$ cat src/rtl/pipe_hazard_ctrl.sv
// pipe_hazard_ctrl: stall/flush sequencer for the 5-stage F/D/E/M/W pipeline.
// Arbitrates data-memory wait, multi-cycle execute ops, taken branches and
// load-use hazards, and owns the multi-cycle-op occupancy counter.
// Optional build macro HAZARD_PERF_CNT_EN adds saturating stall/flush counters.
module pipe_hazard_ctrl #(
  parameter int REG_W      = 5,
  parameter int MC_LATENCY = 4,
  localparam int CNT_W     = $clog2(MC_LATENCY + 1)
) (
  input  logic             clk,
  input  logic             reset,
  input  logic [REG_W-1:0] rs1_d,
  input  logic [REG_W-1:0] rs2_d,
  input  logic [REG_W-1:0] rd_e,
  input  logic             mem_read_e,
  input  logic             pc_src_e,
  input  logic             mc_start_e,
  input  logic             mem_ready_m,
  output logic             stall_f,
  output logic             stall_d,
  output logic             stall_e,
  output logic             stall_m,
  output logic             flush_d,
  output logic             flush_e,
  output logic             flush_m,
  output logic             flush_w,
  output logic             mc_busy,
`ifdef HAZARD_PERF_CNT_EN
  output logic [31:0]      stall_cycles,
  output logic [15:0]      flush_events,
`endif
  output logic             mc_done
);

  typedef enum logic {IDLE = 1'b0, BUSY = 1'b1} state_t;

  state_t           state_q, state_d;
  logic [CNT_W-1:0] cnt_q, cnt_d;
  logic             mem_wait;
  logic             lu_haz;
  logic             mc_hold;

  // Hazard terms, priority arbitration of stall/flush rows, and FSM next state.
  // Everything is forced low while reset is asserted.
  always_comb begin
    state_d  = state_q;
    cnt_d    = cnt_q;
    stall_f  = 1'b0;
    stall_d  = 1'b0;
    stall_e  = 1'b0;
    stall_m  = 1'b0;
    flush_d  = 1'b0;
    flush_e  = 1'b0;
    flush_m  = 1'b0;
    flush_w  = 1'b0;
    mc_busy  = 1'b0;
    mc_done  = 1'b0;
    mem_wait = ~mem_ready_m;
    lu_haz   = mem_read_e && (rd_e != '0) && ((rd_e == rs1_d) || (rd_e == rs2_d));
    mc_hold  = ((state_q == IDLE) && mc_start_e) ||
               ((state_q == BUSY) && (cnt_q > CNT_W'(1)));
    if (reset) begin
      mc_busy = (state_q == BUSY);
      if (mem_wait) begin
        // Whole pipe holds; W gets a bubble since M has nothing to retire.
        stall_f = 1'b1;
        stall_d = 1'b1;
        stall_e = 1'b1;
        stall_m = 1'b1;
        flush_w = 1'b1;
      end else if (mc_hold) begin
        stall_f = 1'b1;
        stall_d = 1'b1;
        stall_e = 1'b1;
        flush_m = 1'b1;
      end else if (pc_src_e) begin
        // A load-use stall on a wrong-path instruction is pointless; drop it.
        flush_d = 1'b1;
        flush_e = 1'b1;
      end else if (lu_haz) begin
        stall_f = 1'b1;
        stall_d = 1'b1;
        flush_e = 1'b1;
      end
      // The counter only advances when memory is not holding the pipe.
      if (!mem_wait) begin
        case (state_q)
          IDLE: begin
            if (mc_start_e) begin
              cnt_d   = CNT_W'(MC_LATENCY - 1);
              state_d = BUSY;
            end
          end
          BUSY: begin
            if (cnt_q > CNT_W'(1)) begin
              cnt_d = cnt_q - CNT_W'(1);
            end else begin
              mc_done = 1'b1;
              cnt_d   = '0;
              state_d = IDLE;
            end
          end
        endcase
      end
    end
  end

  // State and counter registers; an asserted reset abandons any op in flight.
  always_ff @(posedge clk or negedge reset) begin
    if (!reset) begin
      state_q <= IDLE;
      cnt_q   <= '0;
    end else begin
      state_q <= state_d;
      cnt_q   <= cnt_d;
    end
  end

`ifdef HAZARD_PERF_CNT_EN
  logic [31:0] stall_cycles_q, stall_cycles_d;
  logic [15:0] flush_events_q, flush_events_d;

  // Saturating counts of fetch-stall cycles and applied branch flushes
  // (flush_d is asserted only by the branch row).
  always_comb begin
    stall_cycles_d = stall_cycles_q;
    flush_events_d = flush_events_q;
    if (stall_f && (stall_cycles_q != '1)) stall_cycles_d = stall_cycles_q + 32'd1;
    if (flush_d && (flush_events_q != '1)) flush_events_d = flush_events_q + 16'd1;
  end

  // Performance counter registers.
  always_ff @(posedge clk or negedge reset) begin
    if (!reset) begin
      stall_cycles_q <= '0;
      flush_events_q <= '0;
    end else begin
      stall_cycles_q <= stall_cycles_d;
      flush_events_q <= flush_events_d;
    end
  end

  assign stall_cycles = stall_cycles_q;
  assign flush_events = flush_events_q;
`endif

endmodule

$ cat config.mk
export PLATFORM = sky130hd
export DESIGN_NAME = pipe_hazard_ctrl
export DESIGN_NICKNAME = d
export VERILOG_FILES = /design/src/rtl/pipe_hazard_ctrl.sv
export SDC_FILE = /design/constraint.sdc
export NUM_CORES = 1
export LEC_CHECK = 0
export BUFFER_PORTS_ARGS = -buffer_cell sky130_fd_sc_hd__buf_2
export CAP_MARGIN = 20
export CORE_AREA = 8 8 45 47
export DETAILED_ROUTE_END_ITERATION = 10
export DIE_AREA = 0 0 53 55
export PLACE_DENSITY = 0.72
export SETUP_SLACK_MARGIN = 0.02
export SLEW_MARGIN = 5
export SYNTH_ARGS = -nofsm -noshare
export SYNTH_HDL_FRONTEND = slang
export SYNTH_SLANG_ARGS = --single-unit
$ cat constraint.sdc
create_clock -name clk -period 2.9 [get_ports clk]
set_input_delay 0.435 -clock clk [delete_from_list [all_inputs] [get_ports clk]]
set_output_delay 0.435 -clock clk [all_outputs]
set_load 0.02 [all_outputs]
==> out/summary.md, run 1 <==
The run finished with clean final reports. Summing all flip-flop and latch instances after layout gives 100 um^2. The number of antenna violations at the first check in global routing is 0, and the number of synthesized register bits is 4. The final-layout worst hold slack is 0.0313 ns.

The smallest clock period supported by the final layout is computed as 2.31 ns. The final estimated routing congestion in global placement came out at 0.821. The region available for standard cell placement spans 1380 um^2.

The worst-case IR drop observed on VDD is 0.299 mV. Setup repair after global routing left no endpoint under its margin. The tools report the placed instance area as 611 um^2. Post-CTS repair changed the size of 0 cells. Once detailed placement completed, the half-perimeter wirelength came to 1090 um.

Area added between synthesis and finish: 35.3%. Top fanout value on the critical path: 8. The most repeated cell in the gate-level netlist after synthesis was sky130_fd_sc_hd__xor2_1. The number of buffers inserted by hold repair at cts was 0; the power density relative to cell area was 514 nW/um^2. Path class of the lowest-slack min-delay path: in2async. Setup violations remaining at the end of the flow were counted as 0. The first global-routing pass estimated 1990 um of wire.

The run gives 4 as the number of sinks on the clock net. The die boundary height came out at 55 um. Walking the worst path, the cells encountered are ha_1 > o21bai_1 > and3_1 > o21ai_0 > o2bb2ai_1 > buf_2. The cell sitting at the root of the clock tree is a sky130_fd_sc_hd__clkbuf_4. The tools report the startpoint class of the critical path as a register. On the final layout, the worst clock skew is 0.000633 ns. TritonCTS built the clock tree. The part of the cycle the worst path needs was 0.797.

The post-detailed-route wirelength per cell works out to 12.6 um. In the routed layout, each cell is associated on average with a via count of 4.90. The synthesized netlist occupies a cell area of 468 um^2. The tools report the reg-to-reg critical path startpoint as cnt_q[0]$_DFFE_PN0P_.

The most common flop cell mapped by yosys is sky130_fd_sc_hd__dfrtp_1. The number of cells on the worst reg-to-reg path is 5. The sequential share of the synthesized area is 0.214, and the top cell type's share of synthesized area is 0.214.

In this run, CTS created clock tree buffers numbering 3. The run gives 99 as the post-placement cell count. The total number of nets in the final design is 111, and the all-layer global routing usage is 0.0899. The run gives 325 uW as the overall power. The endpoint of the lowest-slack register-to-register path was cnt_q[1]$_DFFE_PN0P_. The clock share of power was 0.201; the final total negative setup slack was 0 ns. The clock-pin slew of the registers on the worst-case setup and hold paths is 0.03 ns, and the floorplan die width is 53 um. Fill cells in the final layout number 143. Setup slack on the worst reg-to-reg path comes out at 1.40 ns. The number of distinct library cell variants in the gate-level netlist after synthesis was 27; the number of standard-cell rows in the floorplan was 14. Across the run, the number of max-cap violations was 0.

For the pin with the worst max-slew slack, the measured transition is 0.337 ns. Counting flops with a built-in enable in the synthesized netlist gives 0. Summed over all nets, the switching power comes to 131 uW.

The buffers plus inverters on the worst setup path was 1. The final max-slew violation count is 0. After detailed routing, the number of remaining DRC violations is 0. Counting along the longest clock path gives a buffer depth of 2. The initial standard-cell utilization of the core is 0.338. The total I/O pin count came out at 31.

The cell family contributing the most delay on the critical path is compound AO/OA/AOI/OAI gates. Static timing analysis puts the maximum clock frequency at 432 MHz. Wires add up to 1290 um.

The internal power of the cells totals 195 uW. The tools report the final number of hold-violating endpoints as 0. The synthesized netlist cell count is 57, and the biggest cell delay along the critical path is 0.41 ns. The largest net degree at the start of global routing is 11. The worst setup path is of the reg2out kind. For the relative contribution of combinational cells to total power, the log shows 0.494.

After global routing the overflow that remains totals 0. The number of cells in the finished layout apart from fillers was 102. After synthesis, the cell types taking the most area are sky130_fd_sc_hd__dfrtp_1, sky130_fd_sc_hd__xor2_1, sky130_fd_sc_hd__and2_1, sky130_fd_sc_hd__ha_1, sky130_fd_sc_hd__buf_4.

The run gives 0 as the post-route antenna net violation count. Summing all multi-input logic gate instances after layout gives 325 um^2. The DRC marker count from the first detailed-route iteration came out at 5. STA puts the critical path data required time at 2.47 ns.

Before antenna repair, the detailed router went through 4 iterations. The per-instance average area after synthesis is 8.21 um^2, and the worst-skew pair later-pin latency is 0.23 ns. The die covers 2920 um^2. Summed over all cells, the static leakage comes to 0.000365 uW.

The finished cells cover 633 um^2. Among all stages on the critical path, the largest delay is contributed by sky130_fd_sc_hd__dfrtp_1. The logs give 500 for the via count of the routed design and 503 for the number of global-route vias before repair.

STA classifies the critical path endpoint as an output pin. Switching part of the total: 0.402. The number of buffers inserted by post-CTS setup repair was 0; the share of flip-flops with an asynchronous set or reset was 1.00.

STA puts the critical path data arrival time at 1.88 ns. The number of antenna diodes in the final layout is 0. sky130_fd_sc_hd__dfrtp_1 takes more of the synthesized area than any other cell.

The layout cell share with drive strength beyond 1 came out at 0.395. The run gives 1 as the level count of the clock H-tree. The number of buffers added on ports is 30. The post-synthesis net count came out at 80.

Remaining max-slew budget at the tightest pin: 0.774. The tools report the yosys synthesis warning count as 0. The run gives 0.305 as the sequential power share.

The commonest cells after synthesis are sky130_fd_sc_hd__xor2_1, sky130_fd_sc_hd__and2_1, sky130_fd_sc_hd__dfrtp_1, sky130_fd_sc_hd__inv_1, sky130_fd_sc_hd__nor2_1.
==> per-stage QoR <==
step / setup WS, ns / util
after global routing: 0.432 / 0.458
after detailed placement: 0.829 / 0.441
after floorplan: 0.732 / -
after CTS: 0.577 / 0.458
final: 0.588 / 0.458
after global placement: 0.840 / 0.441
==> registers in the layout, indices dropped and copies added (netlist names) <==
signal and flops:
cnt_q 3, state_q 1
==> cell type report <==
cell class / count / share of cell area
Timing Repair Buffer: 30 / 0.237
Clock buffer: 3 / 0.0356
Sequential cell: 4 / 0.158
Tap cell: 16 / 0.0316
Inverter: 4 / 0.0237
Multi-Input combinational cell: 45 / 0.514
==> kinds of logic (layout without fill, tap and decap cells) <==
group | after synthesis | count (layout) | synth area share
compound gates | 15 | 15 | 0.249
xor+xnor | 10 | 10 | 0.187
fa+ha+maj | 2 | 2 | 0.0535
buf+inv | 8 | 37 | 0.0909
flops | 4 | 4 | 0.214
simple gates | 18 | 18 | 0.206
==> cell usage in the layout (no fill, tap or decap), types with 2 or more instances in the layout <==
cell type / synthesis / routed
sky130_fd_sc_hd__o21bai_1: 2 / 2
sky130_fd_sc_hd__clkbuf_4: 0 / 3
sky130_fd_sc_hd__nor3_1: 2 / 2
sky130_fd_sc_hd__and2_1: 4 / 4
sky130_fd_sc_hd__nand2_1: 2 / 2
sky130_fd_sc_hd__dfrtp_1: 4 / 4
sky130_fd_sc_hd__o211a_1: 2 / 2
sky130_fd_sc_hd__and3_1: 2 / 2
sky130_fd_sc_hd__xor2_1: 10 / 10
sky130_fd_sc_hd__nor2_1: 4 / 4
sky130_fd_sc_hd__buf_2: 1 / 30
sky130_fd_sc_hd__inv_1: 4 / 4
sky130_fd_sc_hd__o22ai_1: 2 / 2
sky130_fd_sc_hd__ha_1: 2 / 2
==> power groups by stage <==
stage	clock network, uW	registers (uW)	logic (uW)
after CTS	69.4	99.3	161
after global routing	69.2	103	181
after floorplan	0	95.1	113
after global placement	0	98.1	155
final	65.4	99.3	161
after detailed placement	0	100	160
==> metal layers <==
metal  up-vias  part of all wire  track usage
li1        258                 -            -
met5         -                 0            0
met3         0              0.14       0.0241
met2        26              0.47        0.160
met1       216              0.39       0.0936
met4         0                 0       0.0517
==> how the worst max path moves through the flow <==
stage / from / end / slack, ns / cells after the start
detailed placement: cnt_q[0]$_DFFE_PN0P_ / stall_d / 0.83 / 6
CTS: cnt_q[0]$_DFFE_PN0P_ / stall_d / 0.58 / 6
finish: cnt_q[0]$_DFFE_PN0P_ / stall_d / 0.59 / 6
global placement: rd_e[1] / stall_f / 0.84 / 6
floorplan: cnt_q[0]$_DFFE_PN0P_ / stall_f / 0.73 / 7
global route: cnt_q[0]$_DFFE_PN0P_ / stall_d / 0.43 / 6
Note: power is estimated with default switching activity, not from simulation.
==> run 2: changes to the inputs <==
Clock period 2.9 ns to 2.2 ns, I/O delays scaled along.
==> out/summary.md, run 2 (same netlist as run 1, synthesis figures left out) <==
TritonCTS built the clock tree. Worst-path cell chain: inv_1 > ha_1 > o21bai_1 > and3_4 > o211a_1 > o21bai_1 > buf_2 (was ha_1 > o21bai_1 > and3_1 > o21ai_0 > o2bb2ai_1 > buf_2). The cell that appears most often on the critical path is sky130_fd_sc_hd__o21bai_1.

The vias per cell is 4.74 (was 4.90), and the net switching power of the design is 174 uW (was 131 uW). The flip-flop count of the largest register, all copies and words added is 3 (unchanged), and the number of inserted diodes is 0 (unchanged). Total I/O pin count: 31 (unchanged). The clock share of power came out at 0.192 (was 0.201). The detailed-route wire length was 1350 um (was 1290 um); the clock-pin slew of the registers on the worst-case setup and hold paths was 0.03 ns (about the same). The DRC marker count from the first detailed-route iteration is 2 (was 5), and the final estimated routing congestion in global placement is 0.858 (was 0.821). For the number of global-route vias before repair, the log shows 503 (unchanged). The logs give 0 (unchanged) for the count of final setup violators and 1.87 ns (was 2.47 ns) for the required time at the worst-slack endpoint.

The first-pass GRT wire length was 2010 um (was 1990 um); the area added between synthesis and finish was 40.1% (was 35.3%). The path class of the lowest-slack min-delay path was in2reg (was in2async). The count of TritonRoute iterations in the first routing pass is 3 (was 4), and the number of standard-cell rows in the floorplan is 14 (unchanged). Most used cells in the layout excluding fill and tap cells: sky130_fd_sc_hd__buf_2, sky130_fd_sc_hd__xor2_1 (unchanged). The floorplan die width was 53 um (unchanged). The run gives 113 (was 111) as the total number of nets in the final design. The cell area after layout was 656 um^2 (was 633 um^2). The final-layout worst hold slack is 0.439 ns (was 0.0313 ns), and the post-detailed-route wirelength per cell is 12.9 um (was 12.6 um). Die boundary height: 55 um (unchanged).

Power density relative to cell area: 679 nW/um^2 (was 514 nW/um^2). The final max-slew violation count came out at 0 (unchanged). The logs give 611 um^2 (unchanged) for the placed instance area and 0.338 (unchanged) for the initial standard-cell utilization of the core.

The tools report the core box area as 1380 um^2 (unchanged). The cell at the root of the clock tree is sky130_fd_sc_hd__clkbuf_4 (unchanged). The worst hold path passes through 4 cells. The logs give 0.283 (was 0.305) for the sequential power share and 0 (unchanged) for the number of antenna violations at the first check in global routing. Critical path class: reg2out (unchanged). The startpoint class of the critical path is a register (unchanged).

The part of the cycle the worst path needs was 0.934; the static leakage was 0.000372 uW (was 0.000365 uW). The run gives 271 uW (was 195 uW) as the internal power consumption. The tools report the signal arrival time at the worst endpoint as 1.72 ns (was 1.88 ns).

The flow ran to the end, and the final reports show no timing, DRC or antenna violations. The level count of the clock H-tree was 1 (unchanged); the largest net degree at the start of global routing was 10 (was 11). The half-perimeter wire length after placement came out at 1120 um (was 1090 um). The run gives 0.381 mV (was 0.299 mV) as the peak supply drop. For the maximum clock insertion buffer count, the log shows 2 (unchanged).

The layout cell share with drive strength beyond 1 works out to 0.409 (was 0.395). Counting I/O delays and the setup requirement, the final critical path takes 2.05 ns. The run gives 0 (unchanged) as the max capacitance violation total. The TritonCTS buffer count was 3 (unchanged). The via count of the routed design is 493 (was 500), and the biggest cell delay along the critical path is 0.33 ns (was 0.41 ns). For the setup clock skew after layout, the log shows 0.000183 ns (was 0.000633 ns).

The number of sinks on the clock net is 4 (unchanged). The switching part of the total was 0.392 (was 0.402); the top fanout value on the critical path was 8 (unchanged). The worst-skew pair later-pin latency is 0.23 ns (about the same).

Setup repair after global routing left no endpoint under its margin. The tools report the final total negative setup slack as 0 ns (unchanged). The total die area is 2920 um^2 (unchanged).

The register ranked first by flip-flop count is cnt_q (unchanged). Count of cells along the worst register-to-register path: 5 (unchanged). The slowest stage cell on the critical path is sky130_fd_sc_hd__dfrtp_1 (unchanged). The tools report the remaining max-slew budget at the tightest pin as 0.780 (was 0.774). For the all-layer global routing usage, the log shows 0.0904 (was 0.0899). The most common library cell in the layout ignoring fill and taps is sky130_fd_sc_hd__buf_2 (unchanged). Timing would allow up to 487 MHz. The run gives 0 (unchanged) as the post-route antenna net violation count.

Final number of hold-violating endpoints: 0 (unchanged). The measured slew at the worst slew-check pin is 0.327 ns (was 0.337 ns), and the remaining global-route overflow is 0 (unchanged). The DRC violations left was 0 (unchanged); the overall power was 445 uW (was 325 uW). The number of buffers added on ports was 30 (unchanged). The tools report the type of destination of the critical path as an output pin (unchanged).

Registers with the most flip-flops: cnt_q x3, state_q x1 (unchanged). The relative contribution of combinational cells to total power came out at 0.525 (was 0.494).
## run 2: cell types whose count changed in the layout (fill, tap and decap cells not counted)
cell,before,now
sky130_fd_sc_hd__and3_1,2,1
sky130_fd_sc_hd__and3_4,0,1
sky130_fd_sc_hd__buf_4,0,1
sky130_fd_sc_hd__dlygate4sd3_1,0,1
sky130_fd_sc_hd__o21ai_0,1,0
sky130_fd_sc_hd__o21ai_1,1,2
## run 2: timing repair
item | in CTS | in global routing
gates cloned | 0 | 0
hold endpoints to repair | 4 | 0
setup endpoints to repair | 3 | 4
hold buffers | 1 | 0
setup buffers | 0 | 1
resized for setup | 2 | 1
pin swaps | 0 | 1
## run 2: worst max-delay path: cells and delay by family (launching register included)
family                     cells  cell delay [ns]
buffers and inverters          2             0.23
DFF                            1             0.33
and+or+nand+nor                1             0.21
AOI/OAI and AO/OA              3             0.55
adders and majority gates      1             0.17
## run 2: area by class of cell
type / count / area [um^2]
fillers: 148 / 728
multi-input cells: 45 / 330
repair buffers: 32 / 168
flip-flops and latches: 4 / 100
clock buffers: 3 / 22.5
well taps: 16 / 20.0
inverters: 4 / 15.0
## run 2: metal layers
metal	global-route usage	vias up	share of wire
li1	-	263	-
met1	0.0919	210	0.38
met2	0.162	20	0.50
met3	0.0267	0	0.12
met4	0.0517	0	0
met5	0	-	0
## run 2: power by group through the flow
stage	clock, uW	sequential, uW	combinational [uW]
2_1_floorplan	0	125	149
3_3_place_gp	0	129	204
3_5_place_dp	0	131	210
4_1_cts	91.7	129	213
5_1_grt	91.4	131	266
6_report	85.6	126	234
## run 2: path summary, 6_finish.rpt
path | startpoint | slack (ns) | to
worst min-delay path | mc_start_e | 0.44 | cnt_q[0]$_DFFE_PN0P_
worst min register to register | cnt_q[2]$_DFFE_PN0P_ | 0.50 | cnt_q[2]$_DFFE_PN0P_
max in group asynchronous | reset | 1.51 | cnt_q[0]$_DFFE_PN0P_
worst max-delay path | cnt_q[1]$_DFFE_PN0P_ | 0.15 | flush_e
worst max register to register | cnt_q[1]$_DFFE_PN0P_ | 0.83 | cnt_q[0]$_DFFE_PN0P_
min in group asynchronous | reset | 0.53 | cnt_q[2]$_DFFE_PN0P_
## run 2: through the flow
stage                     setup WS, ns   util  std cells
final                            0.146  0.474        104
after global routing            0.0260  0.474        104
after CTS                       0.0297  0.466        103
after detailed placement         0.239  0.441         99
after global placement           0.295  0.441         99
after floorplan                  0.137      -         57
==> run 3: changes to the inputs <==
Settings changed: CTS_BUF_LIST set to sky130_fd_sc_hd__clkbuf_8, PLACE_DENSITY 0.72 to unset, PLACE_DENSITY_LB_ADDON set to 0.3.
==> out/summary.md, run 3 (same netlist as run 1, synthesis figures left out) <==
The run finished with clean final reports. The top fanout value on the critical path is 8 (unchanged), and the worst reg-to-reg setup slack is 0.81 ns (was 0.83 ns). The clock-pin slew of the registers on the worst-case setup and hold paths was 0.03 ns (about the same); the worst hold path depth was 4 (unchanged). The remaining global-route overflow is 0 (unchanged), and the biggest cell delay along the critical path is 0.40 ns (was 0.33 ns). The final number of hold-violating endpoints is 0 (unchanged). The run gives 1.87 ns (about the same) as the required time at the worst-slack endpoint.

The tools report the largest net degree at the start of global routing as 10 (unchanged). The run gives 0 (unchanged) as the number of antenna violations at the first check in global routing. The tools report the type of destination of the critical path as an output pin (unchanged). Signal arrival time at the worst endpoint: 1.75 ns (was 1.72 ns). The run gives 1260 um (was 1350 um) as the detailed-route wire length. The tools report the origin of the worst setup path as cnt_q[0]$_DFFE_PN0P_ (was cnt_q[1]$_DFFE_PN0P_). For the number of sinks on the clock net, the log shows 4 (unchanged).

For the half-perimeter wire length after placement, the log shows 1060 um (was 1120 um). Vias per cell: 4.84 (was 4.74). Static leakage: 0.000375 uW (was 0.000372 uW). The TritonCTS buffer count came out at 3 (unchanged). The critical path class is reg2out (unchanged). The logs give 1 (unchanged) for the level count of the clock H-tree and 0 (unchanged) for the final max-slew violation count. The tools report the count of TritonRoute iterations in the first routing pass as 4 (was 3).

The register ranked first by flip-flop count was cnt_q (unchanged). Maximum clock insertion buffer count: 2 (unchanged). The part of the cycle the worst path needs is 0.947 (was 0.934), and the all-layer global routing usage is 0.0887 (was 0.0904). The tools report the internal power consumption as 316 uW (was 271 uW). The DRC marker count from the first detailed-route iteration is 11 (was 2). Worst-path cell chain: ha_1 > o21bai_1 > and3_4 > o211a_1 > o21bai_1 > buf_2 (was inv_1 > ha_1 > o21bai_1 > and3_4 > o211a_1 > o21bai_1 > buf_2). The area added between synthesis and finish came out at 42.5% (was 40.1%). Most numerous cell on the critical path: sky130_fd_sc_hd__o21bai_1 (unchanged). The number of buffers added on ports is 30 (unchanged), and the count of final setup violators is 0 (unchanged). The tools report the launch point of the worst hold path as mc_start_e (unchanged). The total die area was 2920 um^2 (unchanged). The post-route antenna net violation count was 0 (unchanged). The most common library cell in the layout ignoring fill and taps was sky130_fd_sc_hd__buf_2 (unchanged).

The logs give 0 ns (unchanged) for the final total negative setup slack and 112 (was 113) for the total number of nets in the final design. Path class of the lowest-slack min-delay path: in2reg (unchanged). Most used cells in the layout excluding fill and tap cells: sky130_fd_sc_hd__buf_2, sky130_fd_sc_hd__xor2_1 (unchanged).

The endpoint of the lowest-slack register-to-register path was cnt_q[1]$_DFFE_PN0P_ (was cnt_q[0]$_DFFE_PN0P_). The run gives 0.482 (was 0.474) as the final core utilization. The switching part of the total is 0.356 (was 0.392), and the core box area is 1380 um^2 (unchanged). The count of cells along the worst register-to-register path was 5 (unchanged); the flip-flop count of the largest register, all copies and words added was 3 (unchanged). Post-detailed-route wirelength per cell: 12.3 um (was 12.9 um).

The logs give 0 (unchanged) for the DRC violations left and 0.265 (was 0.283) for the sequential power share. The power density relative to cell area came out at 737 nW/um^2 (was 679 nW/um^2). The relative contribution of combinational cells to total power was 0.433 (was 0.525).

The logs give 0.748 (was 0.780) for the remaining max-slew budget at the tightest pin and 480 (was 503) for the number of global-route vias before repair. The logs give 480 MHz (was 487 MHz) for the maximum operating frequency and 0.443 ns (was 0.439 ns) for the final-layout worst hold slack. The buffers plus inverters on the worst setup path is 1 (was 2), and the number of filler cells placed in the layout is 147 (was 148).

The floorplan die width is 53 um (unchanged). For the net switching power of the design, the log shows 175 uW (was 174 uW). The tools report the worst min-delay path endpoint as cnt_q[0]$_DFFE_PN0P_ (unchanged). Slowest stage cell on the critical path: sky130_fd_sc_hd__dfrtp_1 (unchanged). The cell at the root of the clock tree is sky130_fd_sc_hd__clkbuf_8 (was sky130_fd_sc_hd__clkbuf_4).

The measured slew at the worst slew-check pin is 0.375 ns (was 0.327 ns), and the peak supply drop is 0.496 mV (was 0.381 mV). Setup repair after global routing left no endpoint under its margin. The max capacitance violation total came out at 0 (unchanged). The final critical delay including setup and external delays was 2.08 ns (was 2.05 ns). The initial standard-cell utilization of the core came out at 0.338 (unchanged). The final estimated routing congestion in global placement was 0.837 (was 0.858); the first-pass GRT wire length was 1950 um (was 2010 um). The clock share of power was 0.302 (was 0.192); the number of buffers inserted by post-CTS setup repair was 0 (unchanged). The layout cell share with drive strength beyond 1 came out at 0.402 (was 0.409). Family with the most delay on the worst path: compound AO/OA/AOI/OAI gates (unchanged). TritonCTS built the clock tree.

The run gives 0.000656 ns (was 0.000183 ns) as the setup clock skew after layout. The worst-skew pair later-pin latency is 0.21 ns (was 0.23 ns), and the die boundary height is 55 um (unchanged). The run gives 31 (unchanged) as the total I/O pin count. The startpoint class of the critical path is a register (unchanged). The number of standard-cell rows in the floorplan came out at 14 (unchanged). The number of inserted diodes was 0 (unchanged). The tools report the reg-to-reg critical path startpoint as cnt_q[0]$_DFFE_PN0P_ (was cnt_q[1]$_DFFE_PN0P_). Registers with the most flip-flops: cnt_q x3, state_q x1 (unchanged).

The via count of the routed design is 499 (was 493).
==> run 3: cell type report <==
class	instances	area, um^2	share of cell area
multi-input cells	45	330	0.495
repair buffers	31	160	0.240
flip-flops and latches	4	100	0.150
clock buffers	3	41.3	0.0619
well taps	16	20.0	0.0300
inverters	4	15.0	0.0225
==> run 3: what timing repair did <==
item                                    in CTS  in global routing
endpoints found under the hold margin        4                  0
resized for setup                            0                  3
hold buffers                                 1                  0
endpoints found under the setup margin       0                  4
==> run 3: worst max path at each step <==
| stage | slack [ns] | end | cells after the start |
|---|---|---|---|
| floorplan | 0.14 | stall_f | 7 |
| global placement | 0.29 | stall_d | 6 |
| detailed placement | 0.27 | stall_f | 6 |
| CTS | 0.04 | stall_f | 6 |
| global route | 0.04 | flush_e | 6 |
| finish | 0.12 | flush_e | 6 |
==> run 3: metal layers <==
metal  routed length (um)  GRT usage
met1                  471     0.0933
met2                  646      0.156
met3                  139     0.0241
met4                    6     0.0517
met5                    0          0
==> run 3: power by group through the flow <==
| stage | Combinational (uW) | Sequential, uW | Clock, uW |
|---|---|---|---|
| 2_1_floorplan | 149 | 125 | 0 |
| 3_3_place_gp | 202 | 130 | 0 |
| 3_5_place_dp | 207 | 131 | 0 |
| 4_1_cts | 209 | 130 | 153 |
| 5_1_grt | 240 | 136 | 160 |
| 6_report | 213 | 130 | 148 |
==> run 3: worst reg2reg max path, cell delays in order, from the launching register on <==
cell                       delay [ns]
sky130_fd_sc_hd__dfrtp_1         0.40
sky130_fd_sc_hd__ha_1            0.20
sky130_fd_sc_hd__o21bai_1        0.17
sky130_fd_sc_hd__and3_4          0.22
sky130_fd_sc_hd__o211a_1         0.20
sky130_fd_sc_hd__a21oi_1         0.11
==> run 3: metrics by stage <==
step | instance area, um^2 | total power (uW) | setup WS, ns | std cells
after CTS | 662 | 492 | 0.0407 | 103
after global placement | 611 | 332 | 0.295 | 99
after floorplan | 468 | 274 | 0.137 | 57
after detailed placement | 611 | 337 | 0.266 | 99
final | 667 | 491 | 0.117 | 103
after global routing | 667 | 536 | 0.0350 | 103
